**config.mk**
```make
export PLATFORM = sky130hd
export DESIGN_NAME = lms_err_monitor
export DESIGN_NICKNAME = d
export VERILOG_FILES = /design/src/rtl/lms_pkg.sv /design/src/rtl/lms_sq_acc.sv /design/src/rtl/lms_err_monitor.sv
export SDC_FILE = /design/constraint.sdc
export NUM_CORES = 1
export LEC_CHECK = 0
export ABC_AREA = 1
export BUFFER_PORTS_ARGS = -buffer_cell sky130_fd_sc_hd__clkbuf_2
export CORE_MARGIN = 2
export CORE_UTILIZATION = 37
export DETAILED_ROUTE_END_ITERATION = 7
export PLACE_DENSITY = 0.56
export SYNTH_ARGS = -nofsm -noshare
export SYNTH_HDL_FRONTEND = slang
export SYNTH_HIERARCHICAL = 1
export SYNTH_SLANG_ARGS = --single-unit
```
**constraint.sdc**
```tcl
create_clock -name clk_in -period 4.9 [get_ports clk_in]
set_input_delay 0.245 -clock clk_in [delete_from_list [all_inputs] [get_ports clk_in]]
set_output_delay 0.245 -clock clk_in [all_outputs]
set_load 0.02 [all_outputs]
```
**src/rtl/lms_pkg.sv**
```systemverilog
// rtl/lms_pkg.sv - shared state encoding, widths and saturating shift helper for the LMS error monitor
package lms_pkg;

    localparam int LMS_DATA_WIDTH = 12;
    localparam int LMS_MSE_W      = 2 * LMS_DATA_WIDTH;

    typedef enum logic [1:0] {
        ST_ACQUIRE   = 2'b00,
        ST_CONVERGED = 2'b01,
        ST_DIVERGED  = 2'b10
    } lms_state_e;

    // Left shift by two, clamped to all-ones of a w-bit field (2 < w < 64).
    function automatic logic [63:0] lms_sat_shl2(input logic [63:0] x, input int unsigned w);
        logic [63:0] mask;
        mask = (64'd1 << w) - 64'd1;
        if ((x >> (w - 2)) != 64'd0) begin
            return mask;
        end
        return (x << 2) & mask;
    endfunction

endpackage

```
**src/rtl/lms_sq_acc.sv**
```systemverilog
// rtl/lms_sq_acc.sv - squares error samples and averages them over power-of-two windows
module lms_sq_acc #(
    parameter int DATA_WIDTH = 12,
    parameter int WIN_LOG2   = 6
) (
    input  logic                         clk_in,
    input  logic                         rst_in,
    input  logic                         clear_in,
    input  logic signed [DATA_WIDTH-1:0] err_in,
    input  logic                         err_valid_in,
    output logic [2*DATA_WIDTH-1:0]      mse_out,
    output logic                         mse_valid_out
);

    localparam int MSE_W = 2 * DATA_WIDTH;
    localparam int ACC_W = MSE_W + WIN_LOG2;

    logic signed [MSE_W-1:0] prod;
    logic [MSE_W-1:0]        sq_d, sq_q;
    logic                    sq_vld_d, sq_vld_q;
    logic [ACC_W-1:0]        acc_d, acc_q, sum;
    logic [WIN_LOG2-1:0]     cnt_d, cnt_q;
    logic [MSE_W-1:0]        mse_d, mse_q;
    logic                    mse_vld_d, mse_vld_q;

    assign prod = err_in * err_in;
    assign sum  = acc_q + ACC_W'(sq_q);

    always_comb begin
        sq_d      = sq_q;
        sq_vld_d  = 1'b0;
        acc_d     = acc_q;
        cnt_d     = cnt_q;
        mse_d     = mse_q;
        mse_vld_d = 1'b0;

        if (err_valid_in) begin
            sq_d     = $unsigned(prod);
            sq_vld_d = 1'b1;
        end

        if (sq_vld_q) begin
            cnt_d = cnt_q + 1'b1;
            if (&cnt_q) begin
                mse_d     = MSE_W'(sum >> WIN_LOG2);
                acc_d     = '0;
                mse_vld_d = 1'b1;
            end else begin
                acc_d = sum;
            end
        end

        // Restart drops both the incoming sample and the one already in stage 1.
        if (clear_in) begin
            sq_vld_d  = 1'b0;
            acc_d     = '0;
            cnt_d     = '0;
            mse_d     = mse_q;
            mse_vld_d = 1'b0;
        end
    end

    always_ff @(posedge clk_in) begin
        if (rst_in) begin
            sq_q      <= '0;
            sq_vld_q  <= 1'b0;
            acc_q     <= '0;
            cnt_q     <= '0;
            mse_q     <= '0;
            mse_vld_q <= 1'b0;
        end else begin
            sq_q      <= sq_d;
            sq_vld_q  <= sq_vld_d;
            acc_q     <= acc_d;
            cnt_q     <= cnt_d;
            mse_q     <= mse_d;
            mse_vld_q <= mse_vld_d;
        end
    end

    assign mse_out       = mse_q;
    assign mse_valid_out = mse_vld_q;

endmodule

```
**src/rtl/lms_err_monitor.sv**
```systemverilog
// rtl/lms_err_monitor.sv - LMS convergence monitor: windowed MSE plus hysteretic acquire/converged/diverged FSM
module lms_err_monitor
    import lms_pkg::*;
#(
    parameter int DATA_WIDTH = LMS_DATA_WIDTH,
    parameter int WIN_LOG2   = 6,
    parameter int HOLD       = 4
) (
    input  logic                         clk_in,
    input  logic                         rst_in,
    input  logic signed [DATA_WIDTH-1:0] err_in,
    input  logic                         err_valid_in,
    input  logic                         clear_in,
    input  logic [2*DATA_WIDTH-1:0]      thresh_in,
    output logic [2*DATA_WIDTH-1:0]      mse_out,
    output logic                         mse_valid_out,
    output logic [1:0]                   state_out,
    output logic                         converged_out,
    output logic                         diverged_out
);

    localparam int MSE_W = 2 * DATA_WIDTH;
    localparam int CNT_W = $clog2(HOLD + 1);

    logic [MSE_W-1:0] mse;
    logic             mse_vld;
    logic [MSE_W-1:0] thr4;
    lms_state_e       state_q;
    logic [CNT_W-1:0] good_cnt_q, bad_cnt_q;

    lms_sq_acc #(
        .DATA_WIDTH(DATA_WIDTH),
        .WIN_LOG2  (WIN_LOG2)
    ) u_sq_acc (
        .clk_in       (clk_in),
        .rst_in       (rst_in),
        .clear_in     (clear_in),
        .err_in       (err_in),
        .err_valid_in (err_valid_in),
        .mse_out      (mse),
        .mse_valid_out(mse_vld)
    );

    assign thr4 = MSE_W'(lms_sat_shl2(64'(thresh_in), MSE_W));

    always_ff @(posedge clk_in) begin
        if (rst_in || clear_in) begin
            state_q    <= ST_ACQUIRE;
            good_cnt_q <= '0;
            bad_cnt_q  <= '0;
        end else if (mse_vld) begin
            case (state_q)
                ST_ACQUIRE: begin
                    if (mse <= thresh_in) begin
                        if (good_cnt_q == CNT_W'(HOLD - 1)) begin
                            state_q    <= ST_CONVERGED;
                            good_cnt_q <= '0;
                            bad_cnt_q  <= '0;
                        end else begin
                            good_cnt_q <= good_cnt_q + 1'b1;
                        end
                    end else begin
                        good_cnt_q <= '0;
                    end
                end
                ST_CONVERGED: begin
                    if (mse > thr4) begin
                        if (bad_cnt_q == CNT_W'(HOLD - 1)) begin
                            state_q   <= ST_DIVERGED;
                            bad_cnt_q <= '0;
                        end else begin
                            bad_cnt_q <= bad_cnt_q + 1'b1;
                        end
                    end else begin
                        bad_cnt_q <= '0;
                    end
                end
                default: state_q <= state_q;
            endcase
        end
    end

    assign mse_out       = mse;
    assign mse_valid_out = mse_vld;
    assign state_out     = state_q;
    assign converged_out = (state_q == ST_CONVERGED);
    assign diverged_out  = (state_q == ST_DIVERGED);

endmodule

```
==> results of run 1 <==
==> final cells by class <==
class | instances | area [um2]
fillers | 3495 | 18700
flip-flops and latches | 93 | 1860
repair buffers | 139 | 873
multi-input cells | 1253 | 8580
well taps | 442 | 553
clock inverters | 6 | 47.5
inverters | 452 | 1700
clock buffers | 10 | 229
==> power groups by stage <==
| stage | Sequential, mW | Clock, mW | Combinational (mW) |
|---|---|---|---|
| global route | 0.888 | 0.717 | 6.84 |
| CTS | 0.884 | 0.689 | 5.82 |
| floorplan | 0.871 | 0 | 3.79 |
| detailed placement | 0.900 | 0 | 5.79 |
| global placement | 0.900 | 0 | 5.76 |
| finish | 0.881 | 0.662 | 5.91 |
==> synth_stat cells (all sizes together), types with 6 or more instances <==
cell type and count:
nand2 492, inv 451, nor2 192, ha 130
fa 126, dfxtp 93, a21oi 91, nand3 80
o21ai 52, clkbuf 31, xor2 16, nand4 14
a21o 13, nand3b 9, nor3 8, buf 6
xnor2 6
==> worst max-delay path, delay by kind of cell <==
| family | cells | cell delay (ns) |
|---|---|---|
| AO/OA/AOI/OAI | 2 | 0.28 |
| adder cells (fa/ha/maj) | 6 | 2.95 |
| buffers and inverters | 9 | 0.59 |
| AND/OR/NAND/NOR | 7 | 0.81 |
==> registers in the layout, indices dropped and copies added (netlist names) <==
| signal | flops |
|---|---|
| u_sq_acc/sq_vld_q | 1 |
| bad_cnt_q | 3 |
| u_sq_acc/sq_q | 23 |
| good_cnt_q | 3 |
| state_out | 2 |
| u_sq_acc/acc_q | 30 |
| u_sq_acc/mse_valid_out | 1 |
| u_sq_acc/mse_out | 24 |
| u_sq_acc/cnt_q | 6 |
==> path summary, 6_finish.rpt <==
kind,endpoint,cells after the start,slack (ns),start
hold / removal,bad_cnt_q[0],4,0.35,clear_in
hold reg to reg,bad_cnt_q[2],2,0.45,bad_cnt_q[2]
setup / recovery,u_sq_acc/sq_q[22],24,0.27,err_in[11]
setup reg to reg,u_sq_acc/mse_out[4],9,2.64,u_sq_acc/cnt_q[0]
==> cell families after synthesis <==
kind of cell | after synthesis | synth area share
adder cells (fa/ha/maj) | 256 | 0.339
buffers and inverters | 489 | 0.150
XOR/XNOR | 22 | 0.0157
AND/OR/NAND/NOR | 807 | 0.269
flip-flops | 93 | 0.152
AO/OA/AOI/OAI | 168 | 0.0741
==> layer usage <==
layer / track usage / vias to the layer above / routed length [um]
met2: 0.342 / 147 / 14900
met1: 0.249 / 5076 / 14900
met3: 0.0180 / 22 / 786
li1: - / 5720 / -
met4: 0.0321 / 0 / 269
met5: 0 / - / 0
==> stage by stage <==
stage                     worst slack, ns  hold slack, ns  setup TNS, ns  power [mW]  area (um2)
after floorplan                    0.0519           0.390              0        4.66       12200
after global placement             -0.139           0.434         -0.936        6.66       13500
after detailed placement           -0.204           0.438          -1.55        6.69       13500
after CTS                           0.177           0.333              0        7.40       13800
after global routing              -0.0158           0.364        -0.0233        8.44       13800
final                               0.267           0.353              0        7.46       13800
==> timing repair <==
item	in CTS	in global routing
hold buffers	0	0
endpoints found under the setup margin	0	10
resized for setup	0	13
==> results.cfg, run 1 <==
[outcome]
status = complete, no violations

[clock_tree]
cts_root_buf = clkbuf_16
cts-htree-levels = 3
cts_tree = done
numCtsBuffers = 9
cts_sinks = 93
cts.clk_slew.worst_paths_ns = 0.07
clkLatencyLatePin_ns = 0.36
clk_path_buf_depth = 2
cts_setup_buffers = 0

[grt]
grt-ovfl-total = 0
grtUsageTotal = 0.190
grt_pass1_wl_um = 52600
grt_max_degree = 36
grt_pass1_vias = 11000
antenna_found_initial = 0

[placed_design]
io_buffers = 68
gp_congestion = 0.892
post-place-cells = 2379
dp_hpwl_um = 26300

[layout]
drive_gt1_frac = 0.0932
nets = 2244
antenna-diode-count = 0
final_cell_mix = nand2_1, inv_1, nor2_1
layout_commonest_cell = nand2_1
fin_util = 0.425
final_cells = 2395
area_growth_pct = 13.0

[synth]
synth_cell_types = 39
syn_avg_cell_area_um2 = 6.68
synth-edff-count = 0
synth_largest_area_cell = fa_1
synth_nets = 2131
synthCells = 1835
syn_area_um2 = 12200
synth-async-reset-ratio = 0
ys_ff_latch = 93
synthTopCellsByArea = fa_1, dfxtp_1, nand2_1
ys_seq_area_frac = 0.152
synth_top_area_share = 0.206
ys.flop_type = dfxtp_1
yosysWarnings = 6

[setup_path]
cp-end-kind = register
crit_path_start_kind = input port
crit_chain = clkbuf_2, inv_1, or2_2, fa_1, inv_1, fa_1, inv_1, fa_1, inv_1, fa_1, inv_1, fa_1, inv_1, ha_1, buf_4, nand2_2, nor2_1, o21ai_0, nand2_1, nand2_1, nand3_1, nor2_1, o21bai_1, inv_1
critPathMaxFanout = 3
crit_path_max_incr_delay_ns = 0.54
critPathKind = input port to register
crit_top_cell = inv_1
crit_arrival_ns = 4.88
worstPathRequired_ns = 5.15
slowest_stage = fa_1

[power_and_ir_drop]
clkPwrFrac = 0.089
comb_power_share = 0.793
intPower_mw = 3.73
seq_power_share = 0.118
switching_share = 0.500
p_leak_nw = 8.07
p_switching_mw = 3.73
powerDensity_nw_per_um2 = 539
peakVddDrop_v = 0.000510

[sta]
max_freq_mhz = 216
timing.final.hold_violations = 0
rsz0062_at_grt = yes
fin_crit_sh = 0.946
period_needed_ns = 4.63
drv_slew = 0
setup_viol = 0
slew_headroom = 0.229
worst_pin_slew_ns = 1.16
skew_ns = 0.0150

[floorplan]
core_area_um2 = 32500
initial_core_util = 0.376
die_w_um = 186
rows = 66
die_h_um = 186
dieArea_um2 = 34600
io_pins = 69

[route]
ant_nets = 0
wirelength_um = 30800
via_count = 11000
remaining_drc_errors = 0
wl_per_cell_um = 12.9
dr.pass1.iters = 5
vias_per_cell = 4.58
drtIter0Drc = 467

[flow_run]
cap_violations = 0

[worst_hold_path]
hold_path.class = input port to register
Note: power is estimated with default switching activity, not from simulation.
==> run 2: changes to the inputs <==
--- a/config.mk
+++ b/config.mk
@@ -11,6 +11,7 @@
 export CORE_UTILIZATION = 37
 export DETAILED_ROUTE_END_ITERATION = 7
 export PLACE_DENSITY = 0.56
+export REMOVE_ABC_BUFFERS = 1
 export SYNTH_ARGS = -nofsm -noshare
 export SYNTH_HDL_FRONTEND = slang
 export SYNTH_HIERARCHICAL = 1
==> run 2 against run 1 <==
Net effect:
- combinational power decreased by 3%
- critical path depth shrank 2
- register-to-register slack improved by 0.13 ns
- highest routed layer unchanged
- clock-buffer cell count shrank 1
- sequential cell count unchanged
- power down 0.96%
- clock skew is 0.0069 ns lower
- setup slack worse by 0.016 ns
- non-clock buffer count fell by 5
==> results.cfg, run 2 (synthesis gave the netlist of run 1 again) <==
[clock_tree]
cts_setup_buffers = 0
clk_path_buf_depth = 2
cts_sinks = 93
cts-htree-levels = 3
clkLatencyLatePin_ns = 0.35
post_cts_resize_count = 0
cts_root_buf = clkbuf_16
cts_tree = done
numCtsBuffers = 9
cts_hold_buf = 0
cts.clk_slew.worst_paths_ns = 0.07

[route]
wl_per_cell_um = 12.6
drtIter0Drc = 409
vias_per_cell = 4.54
remaining_drc_errors = 0
dr.pass1.iters = 5
wirelength_um = 30000
via_count = 10800
ant_nets = 0

[grt]
grt_pass1_vias = 10700
grt_max_degree = 36
grtUsageTotal = 0.182
grt-ovfl-total = 0
antenna_found_initial = 0
grt_pass1_wl_um = 50600

[power_and_ir_drop]
peakVddDrop_v = 0.000498
switching_share = 0.496
comb_power_share = 0.776
seq_power_share = 0.119
clkPwrFrac = 0.104
powerDensity_nw_per_um2 = 533
p_leak_nw = 8.07
intPower_mw = 3.72
p_switching_mw = 3.66

[setup_path]
worstPathRequired_ns = 5.15
cpLargestDelayFamily = adder cells
reg2reg_setup_slack_ns = 2.77
worst-path-stages = 22
slowest_stage = fa_1
ff2ff_path_depth = 11
crit_path_start_kind = input port
cp_num_buf_inv = 8
critPathMaxFanout = 10
crit_chain = clkbuf_2, inv_1, buf_4, or2_2, fa_1, inv_1, fa_1, fa_1, fa_1, inv_1, fa_1, inv_1, ha_1, inv_1, o21bai_1, nand2_1, nand2_1, a21oi_1, nand2_1, xor2_1, o21ai_0, inv_1
critPathKind = input port to register
crit_path_max_incr_delay_ns = 0.55
cp-end-kind = register
crit_arrival_ns = 4.90
crit_top_cell = inv_1

[floorplan]
initial_core_util = 0.376
die_h_um = 186
rows = 66
die_w_um = 186
io_pins = 69
core_area_um2 = 32500
dieArea_um2 = 34600

[layout]
layout_commonest_cell = nand2_1
antenna-diode-count = 0
top_register = u_sq_acc/acc_q
nets = 2239
drive_gt1_frac = 0.0893
largest_reg_flops = 30
final_cell_mix = nand2_1, inv_1, nor2_1
area_growth_pct = 13.0
fill_cells = 3489
final_cells = 2390

[sta]
hold-worst-slack_ns = 0.329
max_freq_mhz = 215
slew_headroom = 0.287
period_needed_ns = 4.65
timing.final.hold_violations = 0
worst_pin_slew_ns = 1.07
drv_slew = 0
fin_crit_sh = 0.949
rsz0062_at_grt = yes
setup_viol = 0
skew_ns = 0.00806

[flow_run]
cap_violations = 0

[outcome]
status = complete, no violations

[placed_design]
post-place-cells = 2374
gp_congestion = 0.883
dp_hpwl_um = 25600
io_buffers = 68

[worst_hold_path]
holdPathStages = 4
hold_path.class = input port to register
-- run 2: changes by cell type in the layout (fill, tap and decap cells not counted), moves of 2 or more --
cell / delta
buf_4: -6
nand2_1: +2
bufinv_16: +2
nand2_2: -2
-- run 2: worst reg2reg max path, stage by stage, from the launching register on --
cell and delay, ns:
dfxtp_1 0.35, ha_1 0.37, nand2_1 0.12, nor2_1 0.25
nand3_1 0.12, nand3b_1 0.27, nand2_1 0.13, nand2_1 0.08
nand2_1 0.06, nand2_1 0.13, a21o_1 0.13, inv_1 0.03
-- run 2: final cells by class --
class | instances | area, um2 | area share
Tap cell | 442 | 553 | 0.0399
Clock inverter | 7 | 97.6 | 0.00705
Inverter | 452 | 1700 | 0.123
Clock buffer | 9 | 225 | 0.0163
Timing Repair Buffer | 134 | 848 | 0.0613
Sequential cell | 93 | 1860 | 0.134
Multi-Input combinational cell | 1253 | 8560 | 0.619
-- run 2: layer usage --
metal,vias up,routed length (um),share of wire,track usage
li1,5711,-,-,-
met1,4979,14200,0.47,0.230
met2,124,14700,0.49,0.335
met3,29,673,0.022,0.0125
met4,0,474,0.016,0.0457
met5,-,0,0,0
-- run 2: final timing paths --
path / startpoint / endpoint
setup / recovery: err_in[11] / u_sq_acc/sq_q[17]
hold / removal: clear_in / bad_cnt_q[0]
setup reg to reg: u_sq_acc/sq_q[8] / u_sq_acc/mse_out[9]
hold reg to reg: bad_cnt_q[2] / bad_cnt_q[2]
-- run 2: metrics by stage --
step / utilization / TNS (ns) / area [um2] / worst slack, ns / total power [mW]
CTS: 0.425 / 0 / 13800 / 0.162 / 7.37
global placement: 0.415 / -0.860 / 13500 / -0.164 / 6.53
detailed placement: 0.415 / -1.47 / 13500 / -0.215 / 6.57
global route: 0.426 / -0.0194 / 13800 / -0.0194 / 8.31
floorplan: - / 0 / 12100 / 0.0894 / 4.64
finish: 0.426 / 0 / 13800 / 0.251 / 7.39
-- run 2: power by group through the flow --
stage | combinational (mW) | sequential (mW) | clock (mW)
2_1_floorplan | 3.77 | 0.871 | 0
6_report | 5.73 | 0.881 | 0.770
3_5_place_dp | 5.67 | 0.900 | 0
3_3_place_gp | 5.63 | 0.901 | 0
5_1_grt | 6.61 | 0.887 | 0.816
4_1_cts | 5.69 | 0.883 | 0.792
